`src/rtl/lin_pkg.sv`:
```
// rtl/lin_pkg.sv - shared types and constants for the linearizer table sequencer
package lin_pkg;

   // Table sequencer control states
   typedef enum logic [1:0] {
      IDLE   = 2'd0,
      PEND   = 2'd1,
      SWAP   = 2'd2,
      SETTLE = 2'd3
   } state_t;

   // Curve select field of the host address
   localparam logic [1:0] CURVE_G1 = 2'd0;
   localparam logic [1:0] CURVE_G2 = 2'd1;
   localparam logic [1:0] CURVE_O1 = 2'd2;
   localparam logic [1:0] CURVE_O2 = 2'd3;

   // Last phase of the four-way interleave; a frame ends on it
   localparam logic [1:0] QPHASE_LAST = 2'd3;

endpackage

```
`src/rtl/lin_qphase_gen.sv`:
```
// rtl/lin_qphase_gen.sv - enabled 2-bit interleave phase counter with frame boundary flag
module lin_qphase_gen
   import lin_pkg::*;
(
   input  logic       clk,
   input  logic       rst_n,
   input  logic       enable,
   output logic [1:0] qphase,
   output logic       boundary
);

   // Phase advances only while enabled and holds its value otherwise
   always_ff @(posedge clk or negedge rst_n) begin
      if (!rst_n) begin
         qphase <= 2'd0;
      end else if (enable) begin
         qphase <= qphase + 2'd1;
      end
   end

   // A frame ends on the last phase of an enabled cycle
   assign boundary = enable && (qphase == QPHASE_LAST);

endmodule

```
`src/rtl/lin_table_sched.sv`:
```
// rtl/lin_table_sched.sv - curve table write path and frame-aligned bank swap sequencer
module lin_table_sched
   import lin_pkg::*;
#(
   parameter int aw     = 6,
   parameter int dw     = 16,
   parameter int settle = 12
) (
   input  logic          clk,
   input  logic          rst_n,
   input  logic          enable,
   input  logic          host_we,
   input  logic [aw+1:0] host_addr,
   input  logic [dw-1:0] host_data,
   input  logic          host_commit,
   output logic          host_busy,
   output logic          host_done,
   output logic          host_err,
   output logic [1:0]    qphase,
   output logic          bank_sel,
   output logic          tbl_we,
   output logic [aw+2:0] tbl_waddr,
   output logic [dw-1:0] tbl_wdata,
   output logic [15:0]   swap_count
);

   localparam int cw = (settle > 1) ? $clog2(settle) : 1;

   state_t          state;
   logic [cw-1:0]   settle_cnt;
   logic            boundary;
   logic            wr_accept;

   lin_qphase_gen u_qphase (
      .clk      (clk),
      .rst_n    (rst_n),
      .enable   (enable),
      .qphase   (qphase),
      .boundary (boundary)
   );

   // Host writes are only honoured while no swap is in flight
   assign wr_accept = host_we && (state == IDLE);

   // Register accepted writes toward the shadow bank, never the active one
   always_ff @(posedge clk or negedge rst_n) begin
      if (!rst_n) begin
         tbl_we    <= 1'b0;
         tbl_waddr <= '0;
         tbl_wdata <= '0;
      end else begin
         tbl_we <= wr_accept;
         if (wr_accept) begin
            tbl_waddr <= {~bank_sel, host_addr};
            tbl_wdata <= host_data;
         end
      end
   end

   // Commit sequencing: wait for frame end, flip banks, then let the pipeline drain
   always_ff @(posedge clk or negedge rst_n) begin
      if (!rst_n) begin
         state      <= IDLE;
         settle_cnt <= '0;
         bank_sel   <= 1'b0;
         host_busy  <= 1'b0;
         host_done  <= 1'b0;
         host_err   <= 1'b0;
         swap_count <= 16'd0;
      end else begin
         host_done <= 1'b0;
         if ((state != IDLE) && (host_we || host_commit)) begin
            host_err <= 1'b1;
         end
         case (state)
            IDLE: begin
               if (host_commit) begin
                  state     <= PEND;
                  host_busy <= 1'b1;
                  host_err  <= 1'b0;
               end
            end
            PEND: begin
               if (boundary) begin
                  state <= SWAP;
               end
            end
            SWAP: begin
               bank_sel   <= ~bank_sel;
               settle_cnt <= cw'(settle - 1);
               state      <= SETTLE;
            end
            SETTLE: begin
               if (settle_cnt == '0) begin
                  host_done  <= 1'b1;
                  host_busy  <= 1'b0;
                  swap_count <= swap_count + 16'd1;
                  state      <= IDLE;
               end else begin
                  settle_cnt <= settle_cnt - 1'b1;
               end
            end
            default: state <= IDLE;
         endcase
      end
   end

endmodule

```
`config.mk`:
```
export PLATFORM = sky130hd
export DESIGN_NAME = lin_table_sched
export DESIGN_NICKNAME = d
export VERILOG_FILES = /design/src/rtl/lin_pkg.sv /design/src/rtl/lin_qphase_gen.sv /design/src/rtl/lin_table_sched.sv
export SDC_FILE = /design/constraint.sdc
export NUM_CORES = 1
export LEC_CHECK = 0
export ABC_AREA = 1
export ABC_CLOCK_PERIOD_IN_PS = 1280
export BUFFER_PORTS_ARGS = -buffer_cell sky130_fd_sc_hd__buf_2
export CORE_ASPECT_RATIO = 2
export CORE_MARGIN = 3
export CORE_UTILIZATION = 46
export CTS_CLUSTER_SIZE = 25
export DETAILED_ROUTE_END_ITERATION = 6
export PLACE_DENSITY = 0.76
export SYNTH_ARGS = -nofsm -noshare
export SYNTH_HDL_FRONTEND = slang
export SYNTH_HIERARCHICAL = 1
export SYNTH_SLANG_ARGS = --single-unit
```
`constraint.sdc`:
```
create_clock -name clk -period 1.28 [get_ports clk]
set_input_delay 0.128 -clock clk [delete_from_list [all_inputs] [get_ports clk]]
set_output_delay 0.128 -clock clk [all_outputs]
set_load 0.02 [all_outputs]
```
==> out/qor_table.md <==
| Quantity | This run |
|---|---|
| Outcome | complete, but fails checks |
| Violations in the final reports | negative setup slack |
| Number of fill cells | 365 |
| Max Cap Viol | 0 |
| Worst hold slack | 10.1 ps |
| Int Power | 4.30 mW |
| Top cell type's share of synthesized area | 0.552 |
| Clock transition time at the flip-flop clock pins of the worst setup and hold paths | 100 ps |
| Average wire per cell in the routed design | 15.1 µm |
| Clock network fraction of design power | 0.138 |
| Input/output buffers | 76 |
| Combinational family with the most area after synthesis | simple AND/OR/NAND/NOR gates |
| Area fraction in compound gates after synthesis | 0.0291 |
| Synthesis-stage register bit count | 54 |
| Synthesized area per cell | 8.60 µm² |
| Type of element launching the critical path | flip-flop |
| Routed vias/inst | 5.11 |
| Number of standard-cell rows in the floorplan | 37 |
| Xor/xnor cell area share of the yosys netlist | 0.0322 |
| Footprint of the multi-input gates | 1190 µm² |
| Static leakage | 2.01 nW |
| Core area | 5140 µm² |
| Antenna violations before repair | 0 |
| Mux share of post-synthesis cell area | 0 |
| Count of vias placed by the detailed router | 2421 |
| DP Wirelength | 4.09 mm |
| Simple-Gate Fraction of Synth Area | 0.296 |
| Synth Net Count | 322 |
| Critical Setup Path Class | reg -> reg |
| Maximum level of the CTS H-tree | 2 |
| Number of ports placed on the die boundary | 77 |
| Worst-case vdd ir drop | 0.00183 V |
| Count of clock tree sinks | 54 |
| Dominant cells by area after synthesis | sky130_fd_sc_hd__dfrtp_1, sky130_fd_sc_hd__nand2_1, sky130_fd_sc_hd__ha_1, sky130_fd_sc_hd__inv_1, sky130_fd_sc_hd__nor2_1 |
| Hold Path Class | in -> reg |
| Instance count of the mapped netlist | 285 |
| Clock root cell | sky130_fd_sc_hd__clkbuf_8 |
| Number of buffers created by CTS | 5 |
| Chip height | 109 µm |
| Area used by sequential logic in the layout | 1360 µm² |
| Actual slew at the worst max-slew pin | 381 ps |
| Final clock skew | 10.3 ps |
| Dpl ws | -66.1 ps |
| Max Root-Sink Buffers | 2 |
| Power Density | 2000 nW/µm² |
| Initial core utilization | 0.477 |
| Final Critical Period | 1400 ps |
| Number of different library cells in the post-synthesis netlist | 23 |
| Sequential cell area fraction in the yosys report | 0.552 |
| Smallest setup slack after layout | -122 ps |
| Total detailed-routing wirelength | 7.16 mm |
| Cell Area, Synth | 2450 µm² |
| Syn-to-layout area delta | 52.9% |
| Max Fanout on Critical Path | 5 |
| Final setup violation count | 26 |
| Worst-case headroom to the max-slew limit | 0.746 |
| Wire length of the first global-routing pass | 9.39 mm |
| Sequential cell fraction of total power | 0.361 |
| Share of async-settable or async-resettable flops after synthesis | 1.00 |
| Critical path required time | 1490 ps |
| Max-slew violation count | 0 |
| Fraction of layout cells with a size suffix above 1 | 0.430 |
| Overall power of the completed layout | 7.49 mW |
| Die outline area | 6290 µm² |
| Diodes inserted | 0 |
| Data arrival time of the worst path | 1610 ps |
| Sw Pwr | 3.19 mW |
| Routability cong. | 0.881 |
| RSZ-0062 raised after global routing | yes |
| Number of flops mapped to enable cells by yosys | 0 |
| Final Hold Violating Endpoints | 0 |
| Total of warnings raised by yosys | 6 |
| Largest net degree at the start of global routing | 30 |
| Number of nets in the finished design | 452 |
| Number of global-route vias before repair | 2128 |
| Achievable clock frequency | 713 MHz |
| Count of TritonRoute iterations in the first routing pass | 4 |
| Proportion of power drawn by combinational gates | 0.501 |
| Largest area contributor in the synthesized netlist | sky130_fd_sc_hd__dfrtp_1 |
| Synth Flop Type | sky130_fd_sc_hd__dfrtp_1 |
| Post-route ant nets | 0 |
| Insertion delay of the later-clocked pin in the worst-skew pair | 320 ps |
| Arithmetic-cell share of the synthesized area counting full adders, half adders and majority gates | 0.0409 |
| Switching fraction of total power | 0.426 |
| Clock tree from TritonCTS | done |
| Fraction of the cycle the final worst path needs | 1.10 |
| Element type at the critical path end | flip-flop |
| Die width | 57.6 µm |
| Detailed router's first-iteration violation count | 114 |
| DRC Markers | 0 |
| Overall overflow remaining after global route | 0 |
| Overall routing resource usage | 0.193 |
==> cells in the mapped netlist (3+ instances only) <==
library cell / count
sky130_fd_sc_hd__a21oi_1: 4
sky130_fd_sc_hd__dfrtp_1: 54
sky130_fd_sc_hd__ha_1: 8
sky130_fd_sc_hd__inv_1: 26
sky130_fd_sc_hd__nand2_1: 126
sky130_fd_sc_hd__nand2_2: 3
sky130_fd_sc_hd__nand3_1: 10
sky130_fd_sc_hd__nand4_1: 6
sky130_fd_sc_hd__nor2_1: 14
sky130_fd_sc_hd__o21ai_0: 9
sky130_fd_sc_hd__xnor2_1: 6
sky130_fd_sc_hd__xor2_1: 3
==> critical path: stages (launching register included) <==
cell and delay (ps):
sky130_fd_sc_hd__dfrtp_1 410, sky130_fd_sc_hd__inv_2 100, sky130_fd_sc_hd__ha_4 170, sky130_fd_sc_hd__nand4_4 130, sky130_fd_sc_hd__buf_4 180, sky130_fd_sc_hd__buf_6 110, sky130_fd_sc_hd__a21oi_2 110, sky130_fd_sc_hd__o22ai_1 80
==> power groups by stage <==
stage	registers (mW)	clock network [mW]	logic [mW]
finish	2.70	1.03	3.75
global route	2.77	1.11	4.06
CTS	2.64	1.05	2.94
detailed placement	2.66	0	2.78
global placement	2.64	0	2.71
floorplan	3.21	0	1.13
==> stage by stage <==
| stage | util | instance area (µm²) | std cells | TNS (ps) |
|---|---|---|---|---|
| after floorplan | - | 2480 | 285 | 0 |
| after detailed placement | 0.596 | 3060 | 431 | -496 |
| after global routing | 0.729 | 3750 | 474 | -3510 |
| after global placement | 0.596 | 3060 | 431 | -162 |
| final | 0.729 | 3750 | 474 | -1180 |
| after CTS | 0.654 | 3360 | 458 | -328 |
==> final timing paths <==
path / from / endpoint / slack (ps) / depth (start not counted)
max: settle_cnt[1]$_DFFE_PN0P_ / host_busy$_DFFE_PN0P_ / -120 / 7
min: host_addr[3] / tbl_waddr[3]$_DFFE_PN0P_ / 10 / 3
max reg2reg: settle_cnt[1]$_DFFE_PN0P_ / host_busy$_DFFE_PN0P_ / -120 / 7
min reg2reg: tbl_wdata[13]$_DFFE_PN0P_ / tbl_wdata[13]$_DFFE_PN0P_ / 490 / 2
max in group asynchronous: rst_n / swap_count[2]$_DFFE_PN0P_ / 600 / 3
min in group asynchronous: rst_n / tbl_waddr[5]$_DFFE_PN0P_ / 350 / 3
==> final cells by class <==
type,count,area share
Clock buffer,6,0.0220
Clock inverter,2,0.00468
Inverter,28,0.0301
Multi-Input combinational cell,199,0.318
Sequential cell,54,0.362
Tap cell,58,0.0194
Timing Repair Buffer,127,0.244
==> registers in the layout (all words and copies together) (netlist names), 2 cells and up <==
| name | count |
|---|---|
| tbl_wdata | 16 |
| swap_count | 16 |
| tbl_waddr | 9 |
| state | 2 |
| u_qphase/qphase | 2 |
| settle_cnt | 4 |
==> logic make-up (layout without fill, tap and decap cells) <==
| logic type | count (synthesis) | count (layout) |
|---|---|---|
| AO/OA/AOI/OAI | 14 | 14 |
| XOR/XNOR | 9 | 9 |
| adder cells (fa/ha/maj) | 8 | 8 |
| buffers and inverters | 32 | 163 |
| flip-flops | 54 | 54 |
| AND/OR/NAND/NOR | 168 | 168 |
==> routing by layer <==
metal	vias to the layer above	track usage	wire length, µm
li1	1148	-	-
met1	1171	0.216	2560
met2	85	0.347	4100
met3	17	0.0415	329
met4	0	0.0763	165
met5	-	0	0
==> layout by cell type (no fill, tap or decap), types with 2 or more instances in the layout <==
| cell | instances |
|---|---|
| sky130_fd_sc_hd__nand2_1 | 108 |
| sky130_fd_sc_hd__buf_2 | 76 |
| sky130_fd_sc_hd__dfrtp_1 | 51 |
| sky130_fd_sc_hd__buf_4 | 25 |
| sky130_fd_sc_hd__inv_1 | 17 |
| sky130_fd_sc_hd__nand2_2 | 16 |
| sky130_fd_sc_hd__dlygate4sd3_1 | 16 |
| sky130_fd_sc_hd__inv_2 | 10 |
| sky130_fd_sc_hd__nor2_1 | 9 |
| sky130_fd_sc_hd__nand3_1 | 8 |
| sky130_fd_sc_hd__nand4_1 | 6 |
| sky130_fd_sc_hd__clkbuf_8 | 6 |
| sky130_fd_sc_hd__nor2_4 | 5 |
| sky130_fd_sc_hd__xnor2_1 | 5 |
| sky130_fd_sc_hd__ha_4 | 5 |
| sky130_fd_sc_hd__nand2_4 | 4 |
| sky130_fd_sc_hd__o21ai_1 | 4 |
| sky130_fd_sc_hd__clkbuf_16 | 4 |
| sky130_fd_sc_hd__buf_6 | 4 |
| sky130_fd_sc_hd__o21ai_0 | 3 |
| sky130_fd_sc_hd__nor2_2 | 3 |
| sky130_fd_sc_hd__xor2_1 | 3 |
| sky130_fd_sc_hd__dfrtp_2 | 3 |
| sky130_fd_sc_hd__a21oi_2 | 2 |
| sky130_fd_sc_hd__nand3_2 | 2 |
| sky130_fd_sc_hd__a21oi_1 | 2 |
| sky130_fd_sc_hd__o21ai_2 | 2 |
| sky130_fd_sc_hd__ha_1 | 2 |
| sky130_fd_sc_hd__clkinv_4 | 2 |
| sky130_fd_sc_hd__buf_12 | 2 |
==> what timing repair did <==
item / 4_1_cts / 5_1_grt
setup buffers: 5 / 9
hold buffers: 14 / 2
gates resized for setup: 8 / 56
setup endpoints to repair: 39 / 47
endpoints found under the hold margin: 67 / 2
pin swaps: 9 / 17
cloned: 0 / 6
Power figures use the tool's default switching activity.
